[src/rtl/key_entry_controller_pkg.sv]
// Shared constants for the key entry controller: key codes, state
// encoding and the clock rate used to size the entry timeout.
package key_entry_controller_pkg;

    // System clock after division, in Hz
    localparam int CLK_HZ      = 1000;
    // Seconds of keypad inactivity tolerated in ENTRY
    localparam int TIMEOUT_SEC = 10;

    // Command key codes from the scanner (0-9 are digits)
    localparam logic [3:0] KEY_START   = 4'd10;
    localparam logic [3:0] KEY_CLEAR   = 4'd11;
    localparam logic [3:0] KEY_CONFIRM = 4'd12;

    // State encoding, also exported on the state port for the display
    localparam logic [1:0] ST_IDLE     = 2'd0;
    localparam logic [1:0] ST_ENTRY    = 2'd1;
    localparam logic [1:0] ST_OFFER    = 2'd2;
    localparam logic [1:0] ST_CHARGING = 2'd3;

    // True for the decimal digit keys 0-9
    function automatic logic is_digit(input logic [3:0] code);
        return (code <= 4'd9);
    endfunction

endpackage

[src/rtl/key_entry_controller_key_event_detect.sv]
// Turns the scanner's held-key level into a single-cycle key event.
// The event and its code are combinational so the controller registers
// the key on the very edge that first sees press high, giving one cycle
// from press rising to the resulting state/amount change.
module key_event_detect (
    input  logic       clk,
    input  logic       rst_n,
    input  logic       press,
    input  logic [3:0] key_value,
    output logic       evt,
    output logic [3:0] evt_code
);

    logic press_q;

    // Press history; cleared by reset so a key held across reset release still fires once
    always_ff @(posedge clk or negedge rst_n) begin
        if (!rst_n) begin
            press_q <= 1'b0;
        end else begin
            press_q <= press;
        end
    end

    assign evt      = press & ~press_q;
    assign evt_code = key_value;

endmodule

[src/rtl/key_entry_controller.sv]
// Keypad transaction sequencer: start, digit entry, clear and confirm,
// then offers the amount to the charge controller and waits for it to
// finish before accepting a new entry.
module key_entry_controller
    import key_entry_controller_pkg::*;
#(
    parameter int MAX_DIGITS = 2,
    parameter int MAX_AMOUNT = 20,
    parameter int AMT_W      = 7,
    parameter int TIMEOUT    = TIMEOUT_SEC * CLK_HZ
) (
    input  logic             clk,
    input  logic             rst_n,
    input  logic             press,
    input  logic [3:0]       key_value,
    input  logic             ack,
    input  logic             charge_done,
    output logic [AMT_W-1:0] amount,
    output logic [1:0]       digit_cnt,
    output logic             amount_valid,
    output logic             entry_active,
    output logic             err,
    output logic [1:0]       state
);

    localparam int TMO_W = $clog2(TIMEOUT + 1);

    logic             evt;
    logic [3:0]       evt_code;
    logic [TMO_W-1:0] tmo_cnt;
    logic [AMT_W+3:0] amount_x10;

    key_event_detect u_evt (
        .clk       (clk),
        .rst_n     (rst_n),
        .press     (press),
        .key_value (key_value),
        .evt       (evt),
        .evt_code  (evt_code)
    );

    // Widened so amount*10+digit never wraps before truncation back to AMT_W
    assign amount_x10 = {4'b0000, amount} * (AMT_W + 4)'(10) + {{AMT_W{1'b0}}, evt_code};

    // Transaction FSM with its amount, digit count, error pulse and inactivity timer
    always_ff @(posedge clk or negedge rst_n) begin
        if (!rst_n) begin
            state     <= ST_IDLE;
            amount    <= '0;
            digit_cnt <= '0;
            err       <= 1'b0;
            tmo_cnt   <= '0;
        end else begin
            err <= 1'b0;
            case (state)
                ST_IDLE: begin
                    if (evt && evt_code == KEY_START) begin
                        state     <= ST_ENTRY;
                        amount    <= '0;
                        digit_cnt <= '0;
                        tmo_cnt   <= '0;
                    end
                end
                ST_ENTRY: begin
                    if (evt) begin
                        tmo_cnt <= '0;
                        if (is_digit(evt_code)) begin
                            if (digit_cnt < 2'(MAX_DIGITS)) begin
                                amount    <= amount_x10[AMT_W-1:0];
                                digit_cnt <= digit_cnt + 2'd1;
                            end else begin
                                err <= 1'b1;
                            end
                        end else if (evt_code == KEY_CLEAR || evt_code == KEY_START) begin
                            amount    <= '0;
                            digit_cnt <= '0;
                        end else if (evt_code == KEY_CONFIRM) begin
                            if (digit_cnt == 2'd0 || amount == '0 || amount > AMT_W'(MAX_AMOUNT)) begin
                                err       <= 1'b1;
                                amount    <= '0;
                                digit_cnt <= '0;
                            end else begin
                                state <= ST_OFFER;
                            end
                        end else begin
                            err <= 1'b1;
                        end
                    end else if (tmo_cnt == TMO_W'(TIMEOUT - 1)) begin
                        state     <= ST_IDLE;
                        amount    <= '0;
                        digit_cnt <= '0;
                    end else begin
                        tmo_cnt <= tmo_cnt + 1'b1;
                    end
                end
                ST_OFFER: begin
                    if (ack) begin
                        state <= ST_CHARGING;
                    end
                end
                ST_CHARGING: begin
                    if (charge_done) begin
                        state     <= ST_IDLE;
                        amount    <= '0;
                        digit_cnt <= '0;
                    end
                end
                default: begin
                    state <= ST_IDLE;
                end
            endcase
        end
    end

    assign amount_valid = (state == ST_OFFER);
    assign entry_active = (state == ST_ENTRY);

endmodule
[config.mk]
export PLATFORM = sky130hd
export DESIGN_NAME = key_entry_controller
export DESIGN_NICKNAME = d
export VERILOG_FILES = /design/src/rtl/key_entry_controller_pkg.sv /design/src/rtl/key_entry_controller_key_event_detect.sv /design/src/rtl/key_entry_controller.sv
export SDC_FILE = /design/constraint.sdc
export NUM_CORES = 1
export LEC_CHECK = 0
export CORE_ASPECT_RATIO = 1.5
export CORE_MARGIN = 2
export CORE_UTILIZATION = 54
export CTS_BUF_LIST = sky130_fd_sc_hd__clkbuf_16
export DETAILED_ROUTE_END_ITERATION = 7
export GPL_TIMING_DRIVEN = 1
export PLACE_DENSITY = 0.79
export SETUP_SLACK_MARGIN = 0.5
export SLEW_MARGIN = 10
export SYNTH_ARGS = -nofsm -noshare
export SYNTH_HDL_FRONTEND = slang
export SYNTH_SLANG_ARGS = --single-unit
[constraint.sdc]
create_clock -name clk -period 2.7 [get_ports clk]
set_input_delay 0.54 -clock clk [delete_from_list [all_inputs] [get_ports clk]]
set_output_delay 0.54 -clock clk [all_outputs]
set_load 0.1 [all_outputs]
* After elaboration in Yosys (flattened, before gate mapping)
Index checks and enable logic that the tools add are counted.
** Storage, ports and cells
- Register bits :: 27
- Input port bits :: 9
- Output and inout port bits :: 14
- Word-level logic and storage cells :: 85
** Operators by class
- Add/subtract/negate cells :: 3
- Multiply operators :: 1
- $lt $le $gt $ge :: 3
- Equal/unequal tests :: 19
- Mux-type cells :: 39
- Bitwise operators :: 2
- Reductions and logical operators :: 12
** Operators by type and width (count)
- two-way mux 7 bit :: 9
- two-way mux 14 bit :: 3
- two-way mux 2 bit :: 16
- case mux 14 bit (2 select lines) :: 1
- case mux 7 bit (3 select lines) :: 1
- adder 14 x 1 -> 14 bit, second input constant :: 1
- == test 14 bit, second input constant :: 1
- == test 4 bit, second input constant :: 3
- != test 3 bit, second input constant :: 4
- != test 5 x 2 -> 1 bit, second input constant :: 2
- case mux 2 bit (4 select lines) :: 1
- AND reduction 8 bit :: 1
- adder 7 x 4 -> 7 bit :: 1
- > comparator 7 x 5 -> 1 bit, second input constant :: 1
- logical NOT 7 bit :: 1
- multiplier 7 x 3 -> 6 bit, second input constant :: 1
- two-way mux 1 bit :: 7
- AND reduction 7 bit :: 1
- != test 2 bit, second input constant :: 3
- case mux 2 bit (3 select lines) :: 1
- == test 2 bit, second input constant :: 2
- less-or-equal comparator 4 bit, second input constant :: 1
- logical NOT 2 bit :: 2
- != test 4 x 3 -> 1 bit, second input constant :: 1
- 12 further kinds :: 14

* Depth between registers and ports, before layout
- Word-level depth :: 9
- Mapped depth :: 8
- Gate-level depth less buffers :: 8

* By module
A second synthesis with hierarchy kept.
** Second synthesis, totals
- Cell total of the unflattened synthesis :: 186
- Area total of the unflattened synthesis :: 1786.7 um^2
** By module, submodules not included
- key_entry_controller :: times used 1, cells each 180, area an instance 1717.9 um^2, sequential area each 650.6 um^2
- key_event_detect :: times used 1, cells each 6, area an instance 68.8 um^2, sequential area each 25.0 um^2

* Worst setup path after synthesis
No wires, ideal clock.
- Path kind :: flip-flop to flip-flop
- Start :: register state[0]
- End :: register tmo_cnt[5]
- Setup time :: 131 ps
- Arrival :: 3692 ps
- Required time :: 2569 ps
- Setup slack :: -1123 ps
- Stages on the path, launching flop included :: 6
- Buffers on the path :: 0
- Clock period less this slack :: 3823 ps
- Path through :: dfrtp_1 -> nor2b_1 -> nand2_1 -> o311ai_1 -> or4_2 -> nand3_1
** On the way
- Cells in the longest elaborated chain, start to end :: 3
- Elaborated cells between the ends (all ways) :: 7
- Those cells by class :: 3 x eq/ne; 1 x mux; 3 x reduce/logical
** Ends and longest elaborated chain
- from (decl) :: line key_entry_controller.sv:23 : output logic [1:0] state
- from (signal assigned) :: line key_entry_controller.sv:48 : state <= ST_IDLE;
- from (signal assigned) :: line key_entry_controller.sv:58 : state <= ST_ENTRY;
- from (signal assigned) :: line key_entry_controller.sv:83 : state <= ST_OFFER;
- == test 2 x 1 -> 1 bit *
- named net entry_active :: line key_entry_controller.sv:21 : output logic entry_active,
- != test 3 bit (no source line) or nonzero test 2 bit (tied branches)
- AND reduction 3 bit (no source line)
- to (signal assigned) :: line key_entry_controller.sv:93 : tmo_cnt <= tmo_cnt + 1'b1;
- to (decl) :: line key_entry_controller.sv:30 : logic [TMO_W-1:0] tmo_cnt;
The timed path passes the listed nets; every way through them passes the cells marked *.
A chain may end at the register's enable or synchronous reset.

* Final worst setup path
- Start :: register amount[3]
- End :: register amount[6]
** On the way
- Cells in the longest elaborated chain, start to end :: 6
- Elaborated cells between the ends (all ways) :: 12
- Those cells by class :: 1 x add/sub; 1 x mul; 1 x order compare; 1 x eq/ne; 4 x mux; 4 x reduce/logical
** Ends and longest elaborated chain
- from (decl) :: line key_entry_controller.sv:18 : output logic [AMT_W-1:0] amount,
- from (signal assigned) :: line key_entry_controller.sv:69 : amount <= amount_x10[AMT_W-1:0];
- multiplier 7 x 3 -> 6 bit :: line key_entry_controller.sv:43 : assign amount_x10 = {4'b0000, amount} * (AMT_W + 4)'(10) + {{AMT_W{1'b0}}, evt_code};
- adder 7 x 4 -> 7 bit :: line key_entry_controller.sv:43
- two-way mux 7 bit :: line key_entry_controller.sv:68 : if (digit_cnt < 2'(MAX_DIGITS)) begin
- two-way mux 7 bit :: line key_entry_controller.sv:67 : if (is_digit(evt_code)) begin
- two-way mux 7 bit :: line key_entry_controller.sv:65 : if (evt) begin
- case mux 7 bit (3 select lines) :: line key_entry_controller.sv:55 : case (state)
Several ways; a longest one is shown, not always the timed one. The select of a mux whose other input is x is not followed.

==> flow_metrics.py <==
metrics = {
    "run_status": {
        "status": "complete, no violations",
    },
    "sta": {
        "finalMaxSlewViolations": 0,
        "rsz0062_at_grt": "false",
        "tns_ns": 0,
        "final.period_utilization_pct": 79.21,
        "finClkSkew_ns": 0.004363,
        "slew_headroom_pct": 63.48,
        "setup_viol": 0,
        "hold_viol_final": 0,
        "fin_hold_ws_ns": 0.5279,
        "worstMarginPinSlew_ns": 0.5455,
        "min_period_ns": 2.139,
        "max_clock_freq_mhz": 467.6,
    },
    "placed_design": {
        "hpwl_um": 3065,
        "place.gp.congestion": 0.8239,
        "port_buffers": 22,
    },
    "setup_path": {
        "critPathCaptureType": "flop",
        "ff2ff_path_depth": 7,
        "reg2reg_from": "amount[3]$_DFFE_PN0P_",
        "cp.required_ns": 2.86,
        "reg2reg_slack_ns": 0.56,
        "worstSetupPathType": "reg -> reg",
        "crit_fanout": 5,
        "arrival_ns": 2.29,
        "startpoint_type": "flop",
        "r2r-end": "amount[6]$_DFFE_PN0P_",
    },
    "clock_tree": {
        "cts.clk_slew.worst_paths_ns": 0.07,
        "numCtsBuffers": 3,
        "clk_path_buf_depth": 2,
        "cts_max_level": 1,
        "cts_tree": "done",
        "clock_latency_ns": 0.26,
        "hold_buffers": 0,
        "clock-sinks": 27,
        "ctsRootBufferMaster": "clkbuf_16",
    },
    "yosys": {
        "synth_area_sq_um": 1727,
        "synthXorXnorAreaFrac_pct": 3.551,
        "syn_nets": 198,
        "synth-edff-count": 0,
        "postSynthAreaPerCell_sq_um": 9.700,
        "synth_cell_types": 43,
        "yosys.area_share.adder_pct": 8.841,
        "async_flop_share_pct": 100.0,
        "synth-simple-area-share_pct": 22.10,
        "synth_top_family_by_area": "compound AO/OA/AOI/OAI gates",
        "synth_compound_area_share_pct": 22.46,
        "syn_inst": 178,
        "synth_warnings": 0,
        "synth_ff_type": "dfrtp_1",
        "ys_ff_latch": 27,
        "synth-seq-area-share_pct": 39.13,
        "synthMuxAreaShare_pct": 0.6522,
    },
    "routing": {
        "ant_nets": 0,
        "vias": 1534,
        "drt_iter0_drc": 31,
        "first_pass_iters": 4,
        "via_per_inst": 6.287,
        "drc": 0,
        "drt-total-wl_um": 4025,
        "drt-wirelength-per-cell_um": 16.50,
    },
    "die": {
        "start_util_pct": 55.76,
        "die_w_um": 50.17,
        "core_sq_um": 3097,
        "io_pins": 23,
        "std_cell_rows": 25,
        "chipHeight_um": 73.26,
        "die_area_sq_um": 3675,
    },
    "grt": {
        "gr-total-overflow": 0,
        "grt_max_degree": 28,
        "track_usage_pct": 24.12,
        "grt_first_pass_wirelength_um": 6858,
        "first_global_vias": 1562,
        "antenna_found_initial": 0,
    },
    "layout": {
        "final_common_cell": "buf_4",
        "final_cell_mix": "buf_4 (19), dfrtp_1 (17), o21ai_0 (16)",
        "nFillCells": 236,
        "drive_above_1_share_pct": 30.88,
        "ff_latch_area_sq_um": 703.2,
        "fin_nets": 225,
        "multiInputGateArea_sq_um": 1050,
        "area_growth_pct": 23.84,
        "post-route-util_pct": 69.05,
        "antenna_cells": 0,
    },
    "power_and_ir_drop": {
        "ir_drop_uv": 815.1,
        "power_density_nw_per_um2": 962.5,
        "p_leak_uw": 0.0009352,
        "power_uw": 2058,
    },
    "hold_path": {
        "hold_depth": 1,
        "min_to": "tmo_cnt[0]$_DFFE_PN0P_",
        "worstHoldStart": "tmo_cnt[0]$_DFFE_PN0P_",
        "holdCritPathClass": "reg -> reg",
    },
    "flow_run": {
        "drv_cap": 0,
    },
}
[Yosys cell counts (2+ instances only)]
library cell	n	area [sq um]
dfrtp_1	27	675.7
o21ai_0	17	85.08
nand2_1	15	56.30
ha_1	9	112.6
a21oi_1	8	40.04
a22o_2	8	80.08
inv_1	8	30.03
nand3_1	8	40.04
nor2_1	8	30.03
a31oi_1	5	31.28
nor2b_1	5	31.28
xnor2_1	5	43.79
clkbuf_1	4	15.01
nor3_1	4	20.02
o21a_1	4	30.03
o41ai_1	4	35.03
and3_1	3	18.77
nand4_1	3	18.77
o211ai_1	3	22.52
or4_1	3	22.52
fa_1	2	40.04
o31ai_1	2	15.01
or2_2	2	12.51
xor2_1	2	17.52
[state kept, by name (all words and copies together), names as in the netlist, named ones only]
| signal | cells |
|---|---|
| amount | 7 |
| digit_cnt | 2 |
| err | 1 |
| state | 1 |
| tmo_cnt | 14 |
| u_evt.press_q | 1 |
[logic make-up (layout without fill, tap and decap cells)]
| kind of cell | count (synthesis) | count (layout) |
|---|---|---|
| mux | 1 | 1 |
| xor+xnor | 7 | 7 |
| fa+ha+maj | 11 | 11 |
| simple gates | 62 | 62 |
| flops | 27 | 27 |
| compound gates | 57 | 57 |
| buf+inv | 13 | 39 |
[per-stage QoR]
step	cell area, sq um	std cells	setup slack, ns
after floorplan	1798	178	0.4733
after global placement	2029	238	0.3104
after detailed placement	2029	238	0.2468
after CTS	2110	242	0.5099
after global routing	2138	244	0.5050
final	2138	244	0.5613
[cell type report]
class	count	area share [%]
clock inverter	1	0.2341
sequential	27	32.88
inverter	8	1.404
tap	40	2.341
multi-input combinational	138	49.09
clock buffer	3	3.511
timing repair buffer	27	10.53
[critical path: stages (launching register included)]
cell and delay, ns:
dfrtp_4 0.52, ha_4 0.25, ha_1 0.19, inv_1 0.09, fa_2 0.46, nor3b_2 0.21, xnor2_1 0.09, a22o_2 0.22
[worst max path at each step]
stage,from,to,depth (start not counted),slack (ns)
final,amount[3]$_DFFE_PN0P_,amount[6]$_DFFE_PN0P_,7,0.56
after global routing,amount[3]$_DFFE_PN0P_,amount[6]$_DFFE_PN0P_,7,0.51
after CTS,amount[1]$_DFFE_PN0P_,digit_cnt[0]$_DFFE_PN0P_,5,0.51
after detailed placement,key_value[2],amount[6]$_DFFE_PN0P_,7,0.25
after global placement,key_value[2],tmo_cnt[3]$_DFFE_PN0P_,6,0.31
after floorplan,state[0]$_DFFE_PN0P_,tmo_cnt[5]$_DFFE_PN0P_,4,0.47
[layer usage]
| layer | routed length, um | vias up | GRT usage [%] | part of all wire [%] |
|---|---|---|---|---|
| li1 | - | 724 | - | - |
| met1 | 1617 | 767 | 27.25 | 40 |
| met2 | 2194 | 32 | 43.71 | 55 |
| met3 | 105 | 11 | 2.846 | 2.6 |
| met4 | 108 | 0 | 12.65 | 2.7 |
| met5 | 0 | - | 0 | 0 |
[repair_timing]
action	in CTS	in global routing
hold endpoints to repair	0	0
endpoints found under the setup margin	0	14
setup buffers	0	2
resized for setup	0	4
[report_power, final]
group          internal, uW  switching [uW]  leakage (uW)  total, uW
Sequential              502             114      0.000350        616
Combinational           364             738      0.000544       1100
Clock                   200             140     0.0000409        340
Total                  1070             991      0.000935       2060
No activity file was read; power rests on OpenSTA's default activity.
==> RTL change: new RTL, config.mk and constraints unchanged <==
Reset style: synchronous (`rst_n`), changed in 2 clocked blocks.
--- a/src/rtl/key_entry_controller_key_event_detect.sv
+++ b/src/rtl/key_entry_controller_key_event_detect.sv
@@ -16,3 +16,3 @@
     // Press history; cleared by reset so a key held across reset release still fires once
-    always_ff @(posedge clk or negedge rst_n) begin
+    always_ff @(posedge clk) begin
         if (!rst_n) begin
--- a/src/rtl/key_entry_controller.sv
+++ b/src/rtl/key_entry_controller.sv
@@ -45,3 +45,3 @@
     // Transaction FSM with its amount, digit count, error pulse and inactivity timer
-    always_ff @(posedge clk or negedge rst_n) begin
+    always_ff @(posedge clk) begin
         if (!rst_n) begin
Behaviour: differs if rst_n is asserted again (counterexample within 4 cycles, from zero or initial values and one cycle with rst_n low); with rst_n held inactive, the same outputs for 4 cycles.
==> RTL change against the original RTL <==
Wire length is 19% higher. Area after synthesis down 1.1%. Setup slack got worse by 0.046 ns. Final area grew 7.5%. Register-to-register slack worse by 0.02 ns. Maximum frequency fell by 2.1%. Sequential cell count is the same. Highest routed layer unchanged.
Power is not compared: it rests on default switching activity, and its combinational part moved more than twofold at a synthesized area within 25%.
==> RTL change: results <==
set metrics [dict create \
    cts_buffer_depth 2 \
    rr_endpoint "amount[6]" \
    post_drt_wl_per_cell_um 17.14 \
    grt_max_degree 19 \
    dp_hpwl_mm 3.268 \
    grt_antenna_before_repair 0 \
    async_flop_share_pct 0 \
    synth_common_cells "nand2_1, dfxtp_1, a21oi_1" \
    dp.cells 265 \
    yosysSeqAreaShare_pct 31.65 \
    startpoint "key_value[1]" \
    final_nets 260 \
    rrSetupSlack_ns 0.54 \
    synth_nets 224 \
    p_int_w 0.0006229 \
    r2r_cells 8 \
    reg2reg_from "amount[3]" \
    synth_cell_types 47 \
    synth_cells 204 \
    dr.pass1.iters 4 \
    worst_skew_pair.late_latency_ns 0.26 \
    vias 1691 \
    fin_cells 279 \
    worst_pin_slew_ns 0.4163 \
    fmax_mhz 457.7 \
    cp_max_fo 10 \
    ys_warn_count 0 \
    drt_iter0_drc 47 \
    crit_arrival_ns 2.39 \
    htree_levels 1 \
    diodes 0 \
    endpoint "tmo_cnt[13]" \
    yosys-top-cells-area "dfxtp_1, nand2_1, ha_1" \
    grt_pass1_wl_mm 7.741 \
    status "finished, final reports clean" \
    track_usage_pct 27.64 \
    finClkSkew_ns 0.004426 \
    hold_path.class "flip-flop to flip-flop" \
    drive_gt1_share_pct 30.96 \
    place_congestion 0.8123 \
]
[RTL change: cell types whose count changed in the layout (fill, tap and decap cells not counted), moves of 5 or more]
cell / delta
nand2_1: +19
dfrtp_1: -17
dfxtp_1: +17
buf_4: +10
mux2i_1: +10
dfxtp_4: +9
a22o_2: -8
dfrtp_4: -6
a21oi_1: +5
o21ai_0: -5
or3_1: +5
[RTL change: worst min path at each step]
stage,endpoint,cells after the start,slack [ns],start
floorplan,tmo_cnt[13],2,0.45,tmo_cnt[13]
global placement,tmo_cnt[13],2,0.47,tmo_cnt[13]
detailed placement,amount[6],2,0.47,amount[6]
CTS,amount[6],2,0.50,amount[6]
global route,err,2,0.52,digit_cnt[1]
finish,amount[6],2,0.50,amount[6]
[RTL change: cells by family (layout without fill, tap and decap cells)]
family / after synthesis / in the layout / synth area share (%)
AO/OA/AOI/OAI: 46 / 47 / 16.48
XOR/XNOR: 6 / 6 / 3.077
adder cells (fa/ha/maj): 11 / 11 / 8.938
buffers and inverters: 17 / 51 / 4.395
flip-flops: 27 / 27 / 31.65
multiplexers: 10 / 10 / 5.861
AND/OR/NAND/NOR: 87 / 87 / 29.60
[RTL change: final cells by class]
cell class / instances / area [um^2]
multi-input combinational: 161 / 1241
fill: 224 / 797.0
sequential: 27 / 575.6
timing repair buffer: 38 / 320.3
clock buffer: 3 / 75.07
tap: 40 / 50.05
inverter: 9 / 33.78
clock inverter: 1 / 3.754
[RTL change: power by group through the flow]
stage	logic, W	registers (W)	clock network, W
global route	0.0000794	0.000393	0.000351
CTS	0.0000701	0.000393	0.000341
finish	0.0000745	0.000393	0.000336
global placement	0.0000603	0.000401	0
detailed placement	0.0000623	0.000402	0
floorplan	0.0000320	0.000403	0
[RTL change: critical path, cell delays in order]
cell	delay (ns)
clkdlybuf4s50_1	0.48
and4bb_2	0.28
a21oi_4	0.09
a211o_4	0.31
buf_4	0.18
or3_4	0.37
a21oi_2	0.13
[RTL change: per-layer routing]
layer	GRT usage (%)	wire (um)	up-vias
met1	27.81	1747	815
met5	0	0	-
met3	2.254	122	19
met4	12.04	152	0
li1	-	-	810
met2	56.00	2760	47
[RTL change: metrics by stage]
step / TNS [ns] / setup WS (ns) / util (%) / cell area [um^2] / hold WS (ns)
floorplan: 0 / 0.4189 / - / 1795 / 0.4537
global placement: 0 / 0.07714 / 65.82 / 2038 / 0.4674
detailed placement: -0.3266 / -0.04851 / 65.82 / 2038 / 0.4737
CTS: 0 / 0.5036 / 71.23 / 2206 / 0.4964
global route: 0 / 0.4622 / 74.26 / 2300 / 0.5204
finish: 0 / 0.5152 / 74.26 / 2300 / 0.4958
[RTL change: repair_timing]
action	in CTS	in global routing
endpoints found under the setup margin	23	17
pin swaps	4	5
gates resized for setup	11	13
setup buffers	4	5
cloned	1	0
